<file path="config.mk">
export PLATFORM = sky130hd
export DESIGN_NAME = pc_branch_unit_flat
export DESIGN_NICKNAME = d
export VERILOG_FILES = /design/src/rtl/pc_branch_unit_pkg.sv /design/src/rtl/pc_branch_unit_if.sv /design/src/rtl/pc_branch_unit_branch_cond.sv /design/src/rtl/pc_branch_unit.sv /design/src/flat_wrapper.sv
export SDC_FILE = /design/constraint.sdc
export NUM_CORES = 1
export LEC_CHECK = 0
export ABC_AREA = 1
export CAP_MARGIN = 10
export CORE_MARGIN = 3
export CORE_UTILIZATION = 49
export CTS_CLUSTER_DIAMETER = 80
export DETAILED_ROUTE_END_ITERATION = 10
export GPL_TIMING_DRIVEN = 0
export PLACE_DENSITY = 0.79
export SLEW_MARGIN = 40
export SYNTH_ARGS = -nofsm -noshare
export SYNTH_HDL_FRONTEND = slang
export SYNTH_SLANG_ARGS = --single-unit
</file>
<file path="constraint.sdc">
create_clock -name clk -period 3.22 [get_ports clk]
set_input_delay 0.644 -clock clk [delete_from_list [all_inputs] [get_ports clk]]
set_output_delay 0.644 -clock clk [all_outputs]
set_load 0.01 [all_outputs]
</file>
<file path="src/rtl/pc_branch_unit_pkg.sv">
// Shared definitions for the branch/PC stage: funct3 codes, FSM states, default vectors.
package pc_branch_unit_pkg;

  localparam logic [2:0] F3_BEQ  = 3'b000;
  localparam logic [2:0] F3_BNE  = 3'b001;
  localparam logic [2:0] F3_BLT  = 3'b100;
  localparam logic [2:0] F3_BGE  = 3'b101;
  localparam logic [2:0] F3_BLTU = 3'b110;
  localparam logic [2:0] F3_BGEU = 3'b111;

  localparam logic [31:0] RESET_PC_DEF = 32'h0000_0000;
  localparam logic [31:0] TRAP_VEC_DEF = 32'h0000_0100;
  localparam int unsigned CNT_W_DEF    = 32;

  typedef enum logic {
    RUN  = 1'b0,
    PEND = 1'b1
  } state_t;

  function automatic logic is_misaligned(input logic [31:0] addr);
    return addr[1:0] != 2'b00;
  endfunction

endpackage

</file>
<file path="src/rtl/pc_branch_unit_if.sv">
// EX-stage / hazard-unit bundle into the branch unit, and its PC/flush results.
interface pc_branch_unit_if #(
  parameter int unsigned CNT_W = 32
);
  logic             stall;
  logic             exValid;
  logic             exBranch;
  logic             exJal;
  logic             exJalr;
  logic [2:0]       exFunct3;
  logic [31:0]      exPc;
  logic [31:0]      exImm;
  logic [31:0]      dataA;
  logic             brEq;
  logic             brLt;
  logic             brUn;
  logic [31:0]      pc;
  logic [31:0]      pcPlus4;
  logic             flush;
  logic             excMisalign;
  logic             illBranch;
  logic [CNT_W-1:0] takenCnt;

  modport master (
    output stall, exValid, exBranch, exJal, exJalr, exFunct3, exPc, exImm, dataA, brEq, brLt,
    input  brUn, pc, pcPlus4, flush, excMisalign, illBranch, takenCnt
  );

  modport slave (
    input  stall, exValid, exBranch, exJal, exJalr, exFunct3, exPc, exImm, dataA, brEq, brLt,
    output brUn, pc, pcPlus4, flush, excMisalign, illBranch, takenCnt
  );
endinterface

</file>
<file path="src/rtl/pc_branch_unit_branch_cond.sv">
// Branch condition decode: funct3 plus comparator flags -> taken condition, illegal encoding.
module branch_cond
  import pc_branch_unit_pkg::*;
(
  input  logic [2:0] i_funct3,
  input  logic       i_brEq,
  input  logic       i_brLt,
  output logic       o_cond,
  output logic       o_illegal
);

  always_comb begin
    o_cond    = 1'b0;
    o_illegal = 1'b0;
    case (i_funct3)
      F3_BEQ:  o_cond = i_brEq;
      F3_BNE:  o_cond = ~i_brEq;
      F3_BLT:  o_cond = i_brLt;
      F3_BGE:  o_cond = ~i_brLt;
      F3_BLTU: o_cond = i_brLt;
      F3_BGEU: o_cond = ~i_brLt;
      default: o_illegal = 1'b1;
    endcase
  end

endmodule

</file>
<file path="src/rtl/pc_branch_unit.sv">
// Branch resolution and PC generation: owns the fetch PC, raises flush, and parks
// a redirect resolved under stall until the stall releases.
module pc_branch_unit
  import pc_branch_unit_pkg::*;
#(
  parameter logic [31:0] RESET_PC = RESET_PC_DEF,
  parameter logic [31:0] TRAP_VEC = TRAP_VEC_DEF,
  parameter int unsigned CNT_W    = CNT_W_DEF
) (
  input  logic             clk,
  input  logic             rst,
  pc_branch_unit_if.slave  bus
);

  state_t           r_state;
  state_t           w_stateNext;
  logic [31:0]      r_pc;
  logic [31:0]      r_pendPc;
  logic             r_pendMis;
  logic [CNT_W-1:0] r_takenCnt;

  logic             w_cond;
  logic             w_illegal;
  logic             w_take;
  logic [31:0]      w_target;
  logic             w_mis;
  logic [31:0]      w_dest;
  logic [31:0]      w_pcNext;
  logic             w_flush;
  logic             w_exc;
  logic             w_ill;
  logic             w_latch;
  logic             w_count;

  branch_cond u_branch_cond (
    .i_funct3  (bus.exFunct3),
    .i_brEq    (bus.brEq),
    .i_brLt    (bus.brLt),
    .o_cond    (w_cond),
    .o_illegal (w_illegal)
  );

  assign w_take   = bus.exValid & (bus.exJal | bus.exJalr | (bus.exBranch & w_cond));
  assign w_target = bus.exJalr ? ((bus.dataA + bus.exImm) & ~32'h1) : (bus.exPc + bus.exImm);
  assign w_mis    = w_take & is_misaligned(w_target);
  assign w_dest   = w_mis ? TRAP_VEC : w_target;

  always_comb begin
    w_stateNext = r_state;
    w_pcNext    = r_pc;
    w_flush     = 1'b0;
    w_exc       = 1'b0;
    w_ill       = 1'b0;
    w_latch     = 1'b0;
    w_count     = 1'b0;
    case (r_state)
      RUN: begin
        // Decision is counted and reported once, in the cycle it is first seen,
        // even if the redirect itself has to wait for the stall to drop.
        w_exc   = w_mis;
        w_count = w_take;
        if (bus.stall) begin
          if (w_take) begin
            w_latch     = 1'b1;
            w_stateNext = PEND;
          end
        end else begin
          // Illegal-encoding pulse waits for the instruction to leave EX so a
          // stalled, not-taken branch does not report repeatedly.
          w_ill = bus.exValid & bus.exBranch & w_illegal;
          if (w_take) begin
            w_flush  = 1'b1;
            w_pcNext = w_dest;
          end else begin
            w_pcNext = r_pc + 32'd4;
          end
        end
      end
      PEND: begin
        if (!bus.stall) begin
          w_flush     = 1'b1;
          w_pcNext    = r_pendMis ? TRAP_VEC : r_pendPc;
          w_stateNext = RUN;
        end
      end
      default: w_stateNext = RUN;
    endcase
  end

  always_ff @(posedge clk or posedge rst) begin
    if (rst) begin
      r_state    <= RUN;
      r_pc       <= RESET_PC;
      r_pendPc   <= '0;
      r_pendMis  <= 1'b0;
      r_takenCnt <= '0;
    end else begin
      r_state <= w_stateNext;
      r_pc    <= w_pcNext;
      if (w_latch) begin
        r_pendPc  <= w_target;
        r_pendMis <= w_mis;
      end
      if (w_count) begin
        r_takenCnt <= r_takenCnt + CNT_W'(1);
      end
    end
  end

  assign bus.brUn        = bus.exFunct3[1];
  assign bus.pc          = r_pc;
  assign bus.pcPlus4     = r_pc + 32'd4;
  assign bus.flush       = w_flush & ~rst;
  assign bus.excMisalign = w_exc & ~rst;
  assign bus.illBranch   = w_ill & ~rst;
  assign bus.takenCnt    = r_takenCnt;

endmodule

</file>
<file path="src/flat_wrapper.sv">
// flat-port wrapper written by rule: the top's interface ports become plain ports
module pc_branch_unit_flat import pc_branch_unit_pkg::*;
#(
  parameter logic [31:0] RESET_PC = RESET_PC_DEF,
  parameter logic [31:0] TRAP_VEC = TRAP_VEC_DEF,
  parameter int unsigned CNT_W    = CNT_W_DEF
)
  (clk, rst, bus_stall, bus_exValid, bus_exBranch, bus_exJal, bus_exJalr, bus_exFunct3, bus_exPc, bus_exImm, bus_dataA, bus_brEq, bus_brLt, bus_brUn, bus_pc, bus_pcPlus4, bus_flush, bus_excMisalign, bus_illBranch, bus_takenCnt);
  pc_branch_unit_if #(.CNT_W(CNT_W)) bus_i ();
  input  logic clk;
  input  logic rst;
  input wire logic [$bits(bus_i.stall)-1:0] bus_stall;
  input wire logic [$bits(bus_i.exValid)-1:0] bus_exValid;
  input wire logic [$bits(bus_i.exBranch)-1:0] bus_exBranch;
  input wire logic [$bits(bus_i.exJal)-1:0] bus_exJal;
  input wire logic [$bits(bus_i.exJalr)-1:0] bus_exJalr;
  input wire logic [$bits(bus_i.exFunct3)-1:0] bus_exFunct3;
  input wire logic [$bits(bus_i.exPc)-1:0] bus_exPc;
  input wire logic [$bits(bus_i.exImm)-1:0] bus_exImm;
  input wire logic [$bits(bus_i.dataA)-1:0] bus_dataA;
  input wire logic [$bits(bus_i.brEq)-1:0] bus_brEq;
  input wire logic [$bits(bus_i.brLt)-1:0] bus_brLt;
  output wire logic [$bits(bus_i.brUn)-1:0] bus_brUn;
  output wire logic [$bits(bus_i.pc)-1:0] bus_pc;
  output wire logic [$bits(bus_i.pcPlus4)-1:0] bus_pcPlus4;
  output wire logic [$bits(bus_i.flush)-1:0] bus_flush;
  output wire logic [$bits(bus_i.excMisalign)-1:0] bus_excMisalign;
  output wire logic [$bits(bus_i.illBranch)-1:0] bus_illBranch;
  output wire logic [$bits(bus_i.takenCnt)-1:0] bus_takenCnt;
  assign bus_i.stall = bus_stall;
  assign bus_i.exValid = bus_exValid;
  assign bus_i.exBranch = bus_exBranch;
  assign bus_i.exJal = bus_exJal;
  assign bus_i.exJalr = bus_exJalr;
  assign bus_i.exFunct3 = bus_exFunct3;
  assign bus_i.exPc = bus_exPc;
  assign bus_i.exImm = bus_exImm;
  assign bus_i.dataA = bus_dataA;
  assign bus_i.brEq = bus_brEq;
  assign bus_i.brLt = bus_brLt;
  assign bus_brUn = bus_i.brUn;
  assign bus_pc = bus_i.pc;
  assign bus_pcPlus4 = bus_i.pcPlus4;
  assign bus_flush = bus_i.flush;
  assign bus_excMisalign = bus_i.excMisalign;
  assign bus_illBranch = bus_i.illBranch;
  assign bus_takenCnt = bus_i.takenCnt;
  pc_branch_unit #(.RESET_PC(RESET_PC), .TRAP_VEC(TRAP_VEC), .CNT_W(CNT_W)) u_core (.clk(clk), .rst(rst), .bus(bus_i));
endmodule
</file>
**Word level (Yosys, flattened, before mapping)**

Cells that the tools add are included.

- Register bits: 98
- Input port bits: 108
- Output and inout port bits: 100

- $add $sub $neg: 4
- Eq/ne operators: 7
- Multiplexer cells: 21
- Bitwise operators: 14
- Reduce and logical (&&, ||, !) cells: 6

Operator list:

| kind | count |
|---|---|
| 32-bit two-way mux | 6 |
| 32-bit adder | 2 |
| 32-bit one-hot mux with 2 select lines | 1 |
| 32-bit by 1-bit adder with 32-bit output (second input constant) | 1 |
| 32-bit by 3-bit adder with 32-bit output (second input constant) | 1 |
| 3-bit equality test (second input constant) | 4 |
| 1-bit two-way mux | 11 |
| 1-bit bitwise AND | 8 |
| 6-bit OR reduction | 1 |
| 2-bit inequality test (second input constant) | 2 |
| 1-bit inverter | 4 |
| 1-bit one-hot mux with 2 select lines | 2 |
| 1-bit one-hot mux with 4 select lines | 1 |
| 2-bit OR reduction | 2 |
| 3-bit by 1-bit equality test with 1-bit output (second input constant) | 1 |
| 3-bit zero test | 1 |
| 1-bit OR | 2 |
| 2-bit AND reduction | 1 |
| 2-bit nonzero test | 1 |

**Depth between registers and ports, before layout**

Gate-level depths: netlist (run 1).

- Depth in word-level cells: 11
- Depth in mapped cells: 18

**Modules after synthesis**

From an unflattened synthesis (run 1), not the netlist that was laid out.

- Cell total of the unflattened synthesis: 1740
- Area, all modules: 10316.1 µm²

Modules (own cells, without submodules):

| module | times used | cells each | area each (µm²) | sequential area each (µm²) |
|---|---|---|---|---|
| pc_branch_unit | 1 | 1725 | 10256.1 | 2452.4 |
| branch_cond | 1 | 15 | 60.1 | 0.0 |

**Least setup slack after synthesis (run 1)**

No wires, ideal clock.

- Path type: input-to-output
- Start: input bus_exImm[0]
- End: output bus_excMisalign
- Arrival time: 1931 ps
- Required time: 2576 ps
- Setup slack: 645 ps
- Stages on the path: 8
- Path buffers: 0
- Cells stage by stage: ha_1 > inv_1 > fa_1 > mux2i_1 > a21oi_1 > nor2_1 > inv_1 > nor3_1

- Cells in the longest elaborated chain, start to end: 6

RTL lines:

| element | RTL line | source |
|---|---|---|
| start, declared | flat_wrapper.sv:19 | `input wire logic [$bits(bus_i.exImm)-1:0] bus_exImm;` |
| 32-bit adder | pc_branch_unit.sv:44 | `assign w_target = bus.exJalr ? ((bus.dataA + bus.exImm) & ~32'h1) : (bus.exPc + bus.exImm);` |
| 32-bit two-way mux * | pc_branch_unit.sv:44 |  |
| 2-bit nonzero test * | pc_branch_unit_pkg.sv:21 | `return addr[1:0] != 2'b00;` |
| 1-bit bitwise AND * | pc_branch_unit.sv:45 | `assign w_mis = w_take & is_misaligned(w_target);` |
| 1-bit two-way mux * | pc_branch_unit.sv:56 | `case (r_state)` |
| 1-bit bitwise AND * | pc_branch_unit.sv:114 | `assign bus.excMisalign = w_exc & ~rst;` |
| end, declared | flat_wrapper.sv:27 | `output wire logic [$bits(bus_i.excMisalign)-1:0] bus_excMisalign;` |

Mark *: on every way between the ends. The rest lies on a longest branch, timed or not.

**Final worst setup path (run 1)**

- Start: register u_core.r_pc[14], in the netlist u_core.bus.pc[14]
- End: output bus_pcPlus4[31]

- Cells in the longest elaborated chain, start to end: 1

RTL lines:

| element | RTL line | source |
|---|---|---|
| start, declared | pc_branch_unit.sv:17 | `logic [31:0] r_pc;` |
| start signal, assigned | pc_branch_unit.sv:99 | `r_pc <= w_pcNext;` |
| 32-bit by 3-bit adder with 32-bit output | pc_branch_unit.sv:112 | `assign bus.pcPlus4 = r_pc + 32'd4;` |
| end, declared | flat_wrapper.sv:25 | `output wire logic [$bits(bus_i.pcPlus4)-1:0] bus_pcPlus4;` |

Every way passes these cells.

==> results of run 1 <==
per-stage QoR:
stage	cells	util (%)	cell area, µm²	setup TNS (ns)
4_1_cts	2314	63.3	13400	-0.0632
5_1_grt	2322	63.9	13500	-0.0416
6_report	2322	63.9	13500	0
3_5_place_dp	2296	61.7	13000	-4.85
2_1_floorplan	1813	-	10600	0
3_3_place_gp	2295	61.5	13000	-151.02
cell usage after synthesis (6+ instances only):
| library cell | count | area share [%] |
|---|---|---|
| sky130_fd_sc_hd__a21oi_1 | 80 | 3.8 |
| sky130_fd_sc_hd__buf_2 | 8 | 0.38 |
| sky130_fd_sc_hd__clkbuf_1 | 19 | 0.67 |
| sky130_fd_sc_hd__dfrtp_1 | 98 | 23 |
| sky130_fd_sc_hd__ha_1 | 63 | 7.4 |
| sky130_fd_sc_hd__inv_1 | 326 | 12 |
| sky130_fd_sc_hd__nand2_1 | 681 | 24 |
| sky130_fd_sc_hd__nand3_1 | 95 | 4.5 |
| sky130_fd_sc_hd__nand4_1 | 27 | 1.6 |
| sky130_fd_sc_hd__nor2_1 | 159 | 5.6 |
| sky130_fd_sc_hd__nor2_2 | 8 | 0.47 |
| sky130_fd_sc_hd__nor2_4 | 6 | 0.64 |
| sky130_fd_sc_hd__nor3_1 | 23 | 1.1 |
| sky130_fd_sc_hd__nor4_1 | 9 | 0.53 |
| sky130_fd_sc_hd__o21ai_0 | 73 | 3.4 |
| sky130_fd_sc_hd__o21bai_1 | 6 | 0.43 |
| sky130_fd_sc_hd__xnor2_1 | 25 | 2.1 |
| sky130_fd_sc_hd__xor2_1 | 39 | 3.2 |
worst max-delay path, stage by stage (launching register included):
cell,delay (ns)
sky130_fd_sc_hd__dfrtp_1,0.48
sky130_fd_sc_hd__inv_1,0.12
sky130_fd_sc_hd__nor3_2,0.28
sky130_fd_sc_hd__nand3_1,0.23
sky130_fd_sc_hd__nor3_2,0.21
sky130_fd_sc_hd__xor2_1,0.27
sky130_fd_sc_hd__clkdlybuf4s50_1,0.60
logic make-up (layout without fill, tap and decap cells):
kind of cell	Yosys count	in the layout	synth area share, %
AND/OR/NAND/NOR	1036	1036	40.9
buffers and inverters	365	599	13.3
AO/OA/AOI/OAI	183	183	9.28
flip-flops	98	98	23.1
adder cells (fa/ha/maj)	65	65	7.82
XOR/XNOR	65	65	5.44
multiplexers	1	1	0.0945
report_power, final:
| group | total [µW] | internal, µW | switching (µW) | leakage (µW) |
|---|---|---|---|---|
| logic | 2520 | 1060 | 1460 | 0.00596 |
| registers | 1710 | 1470 | 249 | 0.00121 |
| clock network | 1080 | 578 | 505 | 0.000148 |
sequential cells by signal, indices dropped and copies added, names as in the netlist:
| register | count |
|---|---|
| u_core.bus.takenCnt | 32 |
| u_core.r_state | 1 |
| u_core.r_pendMis | 1 |
| u_core.bus.pc | 32 |
| u_core.r_pendPc | 32 |
path summary, 6_finish.rpt:
| check | end | start | cells after the start |
|---|---|---|---|
| setup reg to reg | u_core.bus.pc[22]$_DFFE_PP0P_ | u_core.bus.pc[3]$_DFFE_PP0P_ | 14 |
| hold reg to reg | u_core.bus.takenCnt[31]$_DFFE_PP0P_ | u_core.bus.takenCnt[31]$_DFFE_PP0P_ | 1 |
| min in group asynchronous | u_core.bus.takenCnt[5]$_DFFE_PP0P_ | rst | 2 |
| max in group asynchronous | u_core.bus.pc[16]$_DFFE_PP0P_ | rst | 3 |
| hold / removal | u_core.bus.takenCnt[31]$_DFFE_PP0P_ | u_core.bus.takenCnt[31]$_DFFE_PP0P_ | 1 |
| setup / recovery | bus_pcPlus4[31] | u_core.bus.pc[14]$_DFFE_PP0P_ | 6 |
timing repair:
item | CTS | global route
pin swaps | 1 | 7
gates cloned | 0 | 0
gates resized for setup | 16 | 36
buffers inserted | 2 | 8
setup endpoints to repair | 7 | 21
metal layers:
layer,routed length (µm),share of wire [%]
met4,1050,2.9
met2,16900,46
met3,2780,7.6
met1,15900,43
met5,0,0
final cells by class:
| type | instances | area share, % |
|---|---|---|
| multi-input cells | 1350 | 50.4 |
| flip-flops and latches | 98 | 18.2 |
| repair buffers | 218 | 16.1 |
| inverters | 332 | 9.27 |
| well taps | 275 | 2.54 |
| clock buffers | 11 | 1.87 |
| plain buffers | 33 | 1.25 |
| clock inverters | 5 | 0.315 |
==> summary.md, run 1 <==
| Metric | Value |
|---|---|
| Result of the run | `complete, no violations` |
| Syn nets | `1986` |
| Count of hold-fix buffers inserted at cts | `0` |
| CTS Buffer Depth | `2` |
| Worst Hold Class | `reg2reg` |
| Fill cell instance count of the final layout | `2018` |
| # diodes | `0` |
| CTS tree | `yes` |
| Violation count after the first detailed-routing iteration | `1066` |
| Max frequency | `315 MHz` |
| Post-synth ARST share | `100%` |
| Htree depth | `3` |
| TritonCTS buffer count | `9` |
| Height of the die | `153 µm` |
| Final Routed Wirelength | `36.6 mm` |
| Die Area | `0.0234 mm²` |
| Skew-Pair Late Insertion Delay | `0.35 ns` |
| Worst-case headroom to the max-slew limit | `52.6%` |
| Worst-path maximum fanout | `6` |
| Endpoint type of the worst setup path | `primary output` |
| Signed area change from the synthesized netlist to the final layout | `27.6%` |
| Clock slew at reported path FFs | `around 0.070 ns` |
| CTS sink count | `98` |
| Area of the mapped netlist | `0.0106 mm²` |
| Final min period | `3.17 ns` |
| Met2 track utilization from global routing | `about half` |
| Initial Utilization | `roughly half` |
| Crit path launch type | `register` |
| Final-report hold violation count | `0` |
| Post-layout worst setup margin | `0.0476 ns` |
| Met1 capacity usage during global routing | `between 40% and 50%` |
| Core region area | `between 0.02 and 0.025 mm²` |
| Share of the yosys chip area belonging to registers | `23.1%` |
| Setup repair after global routing missed its margin | `yes` |
| Worst-case clock skew | `approximately 0.0081 ns` |
| GRT Util Overall | `30.5%` |
| I/O pin count | `208` |
| Mapped Avg Cell Area | `a little under 6 µm²` |
| Remaining antenna violation count | `0` |
| Required time at the endpoint of the critical path | `roughly 2.6 ns` |
| Number of port buffers | `207` |
| Setup violations, final | `0` |
| Most Crowded Layer GR | `met2` |
| Top_reg_cell synth | `sky130_fd_sc_hd__dfrtp_1` |
| Number of global-route vias before repair | `11.6k` |
| Worst hold margin | `0.475 ns` |
| Number of flops mapped to enable cells by yosys | `0` |
| Storage element area | `0.00247 mm²` |
| Routability congestion estimate from global placement | `roughly 0.98` |
| Total area of multi-input combinational cells | `between 0.006 and 0.007 mm²` |
| # Max-Cap Violations | `0` |
| Commonest cells after routing, fill and taps aside | `sky130_fd_sc_hd__nand2_1 (680), sky130_fd_sc_hd__inv_1 (322), sky130_fd_sc_hd__clkdlybuf4s50_1 (195), sky130_fd_sc_hd__nor2_1 (156), sky130_fd_sc_hd__nand3_1 (95)` |
| Max Transition Viols Final | `0` |
| Final nets | `2215` |
| Worst endpoint data arrival time | `2.53 ns` |
| Transition at the pin with the smallest max-transition slack | `0.703 ns` |
| Maximum number of pins on one net before global-route repair | `71` |
| Fraction of final layout cells with drive strength greater than 1 | `5.52%` |
| Placement-stage worst setup slack | `-0.511 ns` |
| Yosys reg bits | `98` |
| Count of unresolved DRC violations after routing | `0` |
| Kind of critical path | `reg2out` |
| Number of placement rows | `53` |
| Post-Synthesis Cells | `1813` |
| Max rail drop VDD | `about 0.0003 V` |
| Most frequent standard cell in the layout excluding fill and tap cells | `sky130_fd_sc_hd__nand2_1` |
| Synth cell types | `48` |
| Number of vias after detailed routing | `12.2k` |
| Die span in x | `~150 µm` |
| Final period util | `98.5%` |
| R2r setup slk | `between 1 and 1.5 ns` |
| Detailed-placement wirelength estimate | `30.4 mm` |
| Initial antenna violation count | `0` |
| Overall Power | `5310 µW` |
| Average detailed-routed wire length per instance | `15.7 µm` |
| Yosys warnings | `0` |
| Wire length of the first global-routing pass | `between 50 and 60 mm` |
| Reported leakage power | `0.00733 µW` |
| Root buffer cell | `sky130_fd_sc_hd__clkbuf_16` |
| Met3 Use GR | `4.87%` |
| Drt pass-1 iters | `8` |
| Overall overflow remaining after global route | `0` |
| Total power divided by cell area | `between 300 and 400 mW/mm²` |
| Via density per instance | `5.25` |
No activity file was read; power rests on OpenSTA's default activity.
==> run 2, diff against run 1 <==
--- a/config.mk
+++ b/config.mk
@@ -13,6 +13,7 @@
 export DETAILED_ROUTE_END_ITERATION = 10
 export GPL_TIMING_DRIVEN = 0
 export PLACE_DENSITY = 0.79
+export RECOVER_POWER = 100
 export SLEW_MARGIN = 40
 export SYNTH_ARGS = -nofsm -noshare
 export SYNTH_HDL_FRONTEND = slang
==> results of run 2 <==
The final DEF is identical to that of run 1; final timing and power are the same.
==> run 3, diff against run 2 <==
--- a/config.mk
+++ b/config.mk
@@ -7,11 +7,10 @@
 export LEC_CHECK = 0
 export ABC_AREA = 1
 export CAP_MARGIN = 10
-export CORE_MARGIN = 3
 export CORE_UTILIZATION = 49
 export CTS_CLUSTER_DIAMETER = 80
 export DETAILED_ROUTE_END_ITERATION = 10
-export GPL_TIMING_DRIVEN = 0
+export GPL_TIMING_DRIVEN = 1
 export PLACE_DENSITY = 0.79
 export RECOVER_POWER = 100
 export SLEW_MARGIN = 40
==> run 3 against run 2 <==
  * Core utilization rose by 0.22 points
  * Clock-buffer cell count fell by 2
  * Non-clock buffer count did not move
  * Design area barely moved
  * Die area fell by 5.2%
  * Worst hold slack improved by 0.017 ns
  * Clock power fell by 6%
  * Routed wire length fell by 5.4%
  * Critical path depth rose by 3
  * Flip-flop and latch count did not move
==> summary.md, run 3 (same netlist as run 1, synthesis figures left out) <==
| Metric | Value |
|---|---|
| Core region area | `0.0211 mm² (-0.31%)` |
| Routability congestion estimate from global placement | `0.921 (-6.5%)` |
| Reported leakage power | `0.00742 µW (+1.2%)` |
| Max rail drop VDD | `0.000292 V (-0.95%)` |
| Cell area reported after detailed placement | `0.0132 mm² (+1.0%)` |
| Height of the die | `149 µm (-2.6%)` |
| Drt pass-1 iters | `6 (-2)` |
| Met1 capacity usage during global routing | `42.3% (+1.1 points)` |
| Maximum number of pins on one net before global-route repair | `57 (-20%)` |
| Total power divided by cell area | `383 mW/mm² (-2.5%)` |
| Final Routed Wirelength | `34.6 mm (-5.4%)` |
| Most Crowded Layer GR | `met2` |
| Remaining antenna violation count | `0 (unchanged)` |
| Worst-case headroom to the max-slew limit | `22.3% (-30 points)` |
| Detailed-placement wirelength estimate | `28.7 mm (-5.7%)` |
| Die span in x | `149 µm (-2.6%)` |
| Setup repair after global routing missed its margin | `yes` |
| Result of the run | `complete, no violations` |
| Number of vias after detailed routing | `11.9k (-2.1%)` |
| Worst endpoint data arrival time | `2.53 ns (about the same)` |
| CTS sink count | `98 (unchanged)` |
| # diodes | `0 (unchanged)` |
| Placement-stage worst setup slack | `-0.394 ns (+0.117 ns)` |
| Signed area change from the synthesized netlist to the final layout | `27.7% (about the same)` |
| Startpoint of the most critical hold path | `u_core.bus.takenCnt[31]$_DFFE_PP0P_` |
| Worst-path maximum fanout | `5 (-1)` |
| Violation count after the first detailed-routing iteration | `847 (-21%)` |
| Crit path launch type | `register` |
| Post-layout worst setup margin | `0.0508 ns (+0.00320 ns)` |
| Worst Hold Class | `reg2reg` |
| Post-route cell area | `0.0135 mm² (about the same)` |
| Cell depth of the worst min-delay path | `1 (unchanged)` |
| Initial antenna violation count | `0 (unchanged)` |
| Clock slew at reported path FFs | `0.07 ns (about the same)` |
| Met3 Use GR | `2.84% (-2.0 points)` |
| Fill cell instance count of the final layout | `2006 (-0.59%)` |
| Final nets | `2215 (unchanged)` |
| Transition at the pin with the smallest max-transition slack | `1.16 ns (+0.457 ns)` |
| Met2 track utilization from global routing | `54.2% (+3.3 points)` |
| Kind of critical path | `reg2out` |
| Worst-case clock skew | `0.0104 ns (+0.00229 ns)` |
| R2r setup slk | `1.11 ns (+0.05 ns)` |
| Setup violations, final | `0 (unchanged)` |
| Htree depth | `3 (unchanged)` |
| Number of port buffers | `207 (unchanged)` |
| CTS tree | `yes` |
| Commonest cells after routing, fill and taps aside | `sky130_fd_sc_hd__nand2_1 (681), sky130_fd_sc_hd__inv_1 (325), sky130_fd_sc_hd__nor2_1 (157), sky130_fd_sc_hd__clkdlybuf4s50_1 (141), sky130_fd_sc_hd__nand3_1 (95)` |
| Final-report hold violation count | `0 (unchanged)` |
| End point of the worst hold path | `u_core.bus.takenCnt[31]$_DFFE_PP0P_` |
| Cell count of the worst reg-to-reg path | `14 (unchanged)` |
| Final min period | `3.17 ns (-0.00320 ns)` |
| Final period util | `98.4% (-0.10 points)` |
| Via density per instance | `5.14 (-2.0%)` |
| # Max-Cap Violations | `0 (unchanged)` |
| Most frequent standard cell in the layout excluding fill and tap cells | `sky130_fd_sc_hd__nand2_1` |
| Wire length of the first global-routing pass | `55.9 mm (-4.8%)` |
| Required time at the endpoint of the critical path | `2.58 ns (about the same)` |
| CTS Buffer Depth | `2 (unchanged)` |
| Root buffer cell | `sky130_fd_sc_hd__clkbuf_16` |
| Skew-Pair Late Insertion Delay | `0.35 ns (about the same)` |
| Worst reg2reg startpoint | `u_core.bus.takenCnt[0]$_DFFE_PP0P_` |
| GRT Util Overall | `31.6% (+1.1 points)` |
| Number of placement rows | `53 (unchanged)` |
| Average detailed-routed wire length per instance | `14.9 µm (-5.3%)` |
| Overall overflow remaining after global route | `0 (unchanged)` |
| Max frequency | `316 MHz (+0.10%)` |
| I/O pin count | `208 (unchanged)` |
| Endpoint type of the worst setup path | `primary output` |
| Worst flop-to-flop path endpoint | `u_core.bus.takenCnt[26]$_DFFE_PP0P_` |
| Number of global-route vias before repair | `11.1k (-3.9%)` |
| Fraction of final layout cells with drive strength greater than 1 | `5.82% (+0.30 points)` |
| Max Transition Viols Final | `0 (unchanged)` |
| TritonCTS buffer count | `9 (unchanged)` |
| Die Area | `0.0222 mm² (-5.2%)` |
| Count of unresolved DRC violations after routing | `0 (unchanged)` |
| Initial Utilization | `50.2% (+0.16 points)` |
run 3: cell count changes in the layout (fill, tap and decap cells not counted), moves of 3 or more:
cell,previous run,this run
sky130_fd_sc_hd__clkbuf_8,3,0
sky130_fd_sc_hd__dlymetal6s2s_1,8,4
sky130_fd_sc_hd__dfrtp_1,87,92
sky130_fd_sc_hd__dfrtp_2,11,6
sky130_fd_sc_hd__buf_4,15,41
sky130_fd_sc_hd__clkdlybuf4s50_1,195,141
sky130_fd_sc_hd__dlygate4sd3_1,0,59
sky130_fd_sc_hd__clkbuf_1,19,1
sky130_fd_sc_hd__inv_2,8,5
sky130_fd_sc_hd__inv_1,322,325
sky130_fd_sc_hd__buf_2,8,1
run 3: stage by stage:
stage / util (%) / setup TNS (ns) / hold WS (ns) / std cells / power, µW
finish: 64.2 / 0 / 0.491 / 2321 / 5180
global route: 64.2 / -0.159 / 0.515 / 2321 / 5520
CTS: 64.0 / 0 / 0.491 / 2319 / 5220
detailed placement: 62.5 / -0.404 / 0.472 / 2302 / 4180
global placement: 62.5 / -0.344 / 0.455 / 2302 / 4140
floorplan: - / 0 / 0.442 / 1813 / 3060
run 3: layout make-up:
| cell class | instances | area, µm² | area share (%) |
|---|---|---|---|
| flip-flops and latches | 98 | 2460 | 18.2 |
| clock inverters | 6 | 48.8 | 0.361 |
| well taps | 275 | 344 | 2.54 |
| inverters | 332 | 1250 | 9.22 |
| clock buffers | 9 | 225 | 1.66 |
| multi-input cells | 1350 | 6790 | 50.2 |
| repair buffers | 251 | 2410 | 17.8 |
run 3: worst max-delay path, stage by stage, from the launching register on:
cell	delay, ns
sky130_fd_sc_hd__dfrtp_2	0.43
sky130_fd_sc_hd__nand3_2	0.17
sky130_fd_sc_hd__nor2_2	0.19
sky130_fd_sc_hd__nand2_1	0.12
sky130_fd_sc_hd__nor2_2	0.14
sky130_fd_sc_hd__nand2_1	0.08
sky130_fd_sc_hd__nor2_2	0.12
sky130_fd_sc_hd__nand4_1	0.15
sky130_fd_sc_hd__xor2_2	0.22
sky130_fd_sc_hd__clkdlybuf4s50_1	0.57
run 3: how the worst max path moves through the flow:
stage / start / end / slack, ns / cells past startpoint
after floorplan: rst / u_core.bus.pc[0]$_DFFE_PP0P_ / 0.01 / 1
after global placement: bus_exImm[0] / bus_excMisalign / -0.34 / 10
after detailed placement: bus_exImm[0] / bus_excMisalign / -0.39 / 10
after CTS: u_core.bus.pc[14]$_DFFE_PP0P_ / bus_pcPlus4[31] / 0.01 / 6
after global routing: u_core.bus.pc[4]$_DFFE_PP0P_ / bus_pcPlus4[23] / -0.08 / 9
final: u_core.bus.pc[4]$_DFFE_PP0P_ / bus_pcPlus4[23] / 0.05 / 9
run 3: where the power goes:
group          switching [µW]  total (µW)  internal (µW)
Clock                     493        1020            530
Combinational            1430        2480           1040
Sequential                221        1680           1460
run 3: repair_timing:
action                                  in CTS  in global routing
endpoints found under the hold margin        0                  0
gates resized for setup                     17                 10
endpoints found under the setup margin       7                  6
setup buffers                                2                  2
pin swaps                                    0                  1
hold buffers                                 0                  0
run 3: metal layers:
layer	wire, µm	vias to the layer above
li1	-	6070
met1	15600	5430
met2	16400	389
met3	1820	50
met4	825	0
met5	0	-
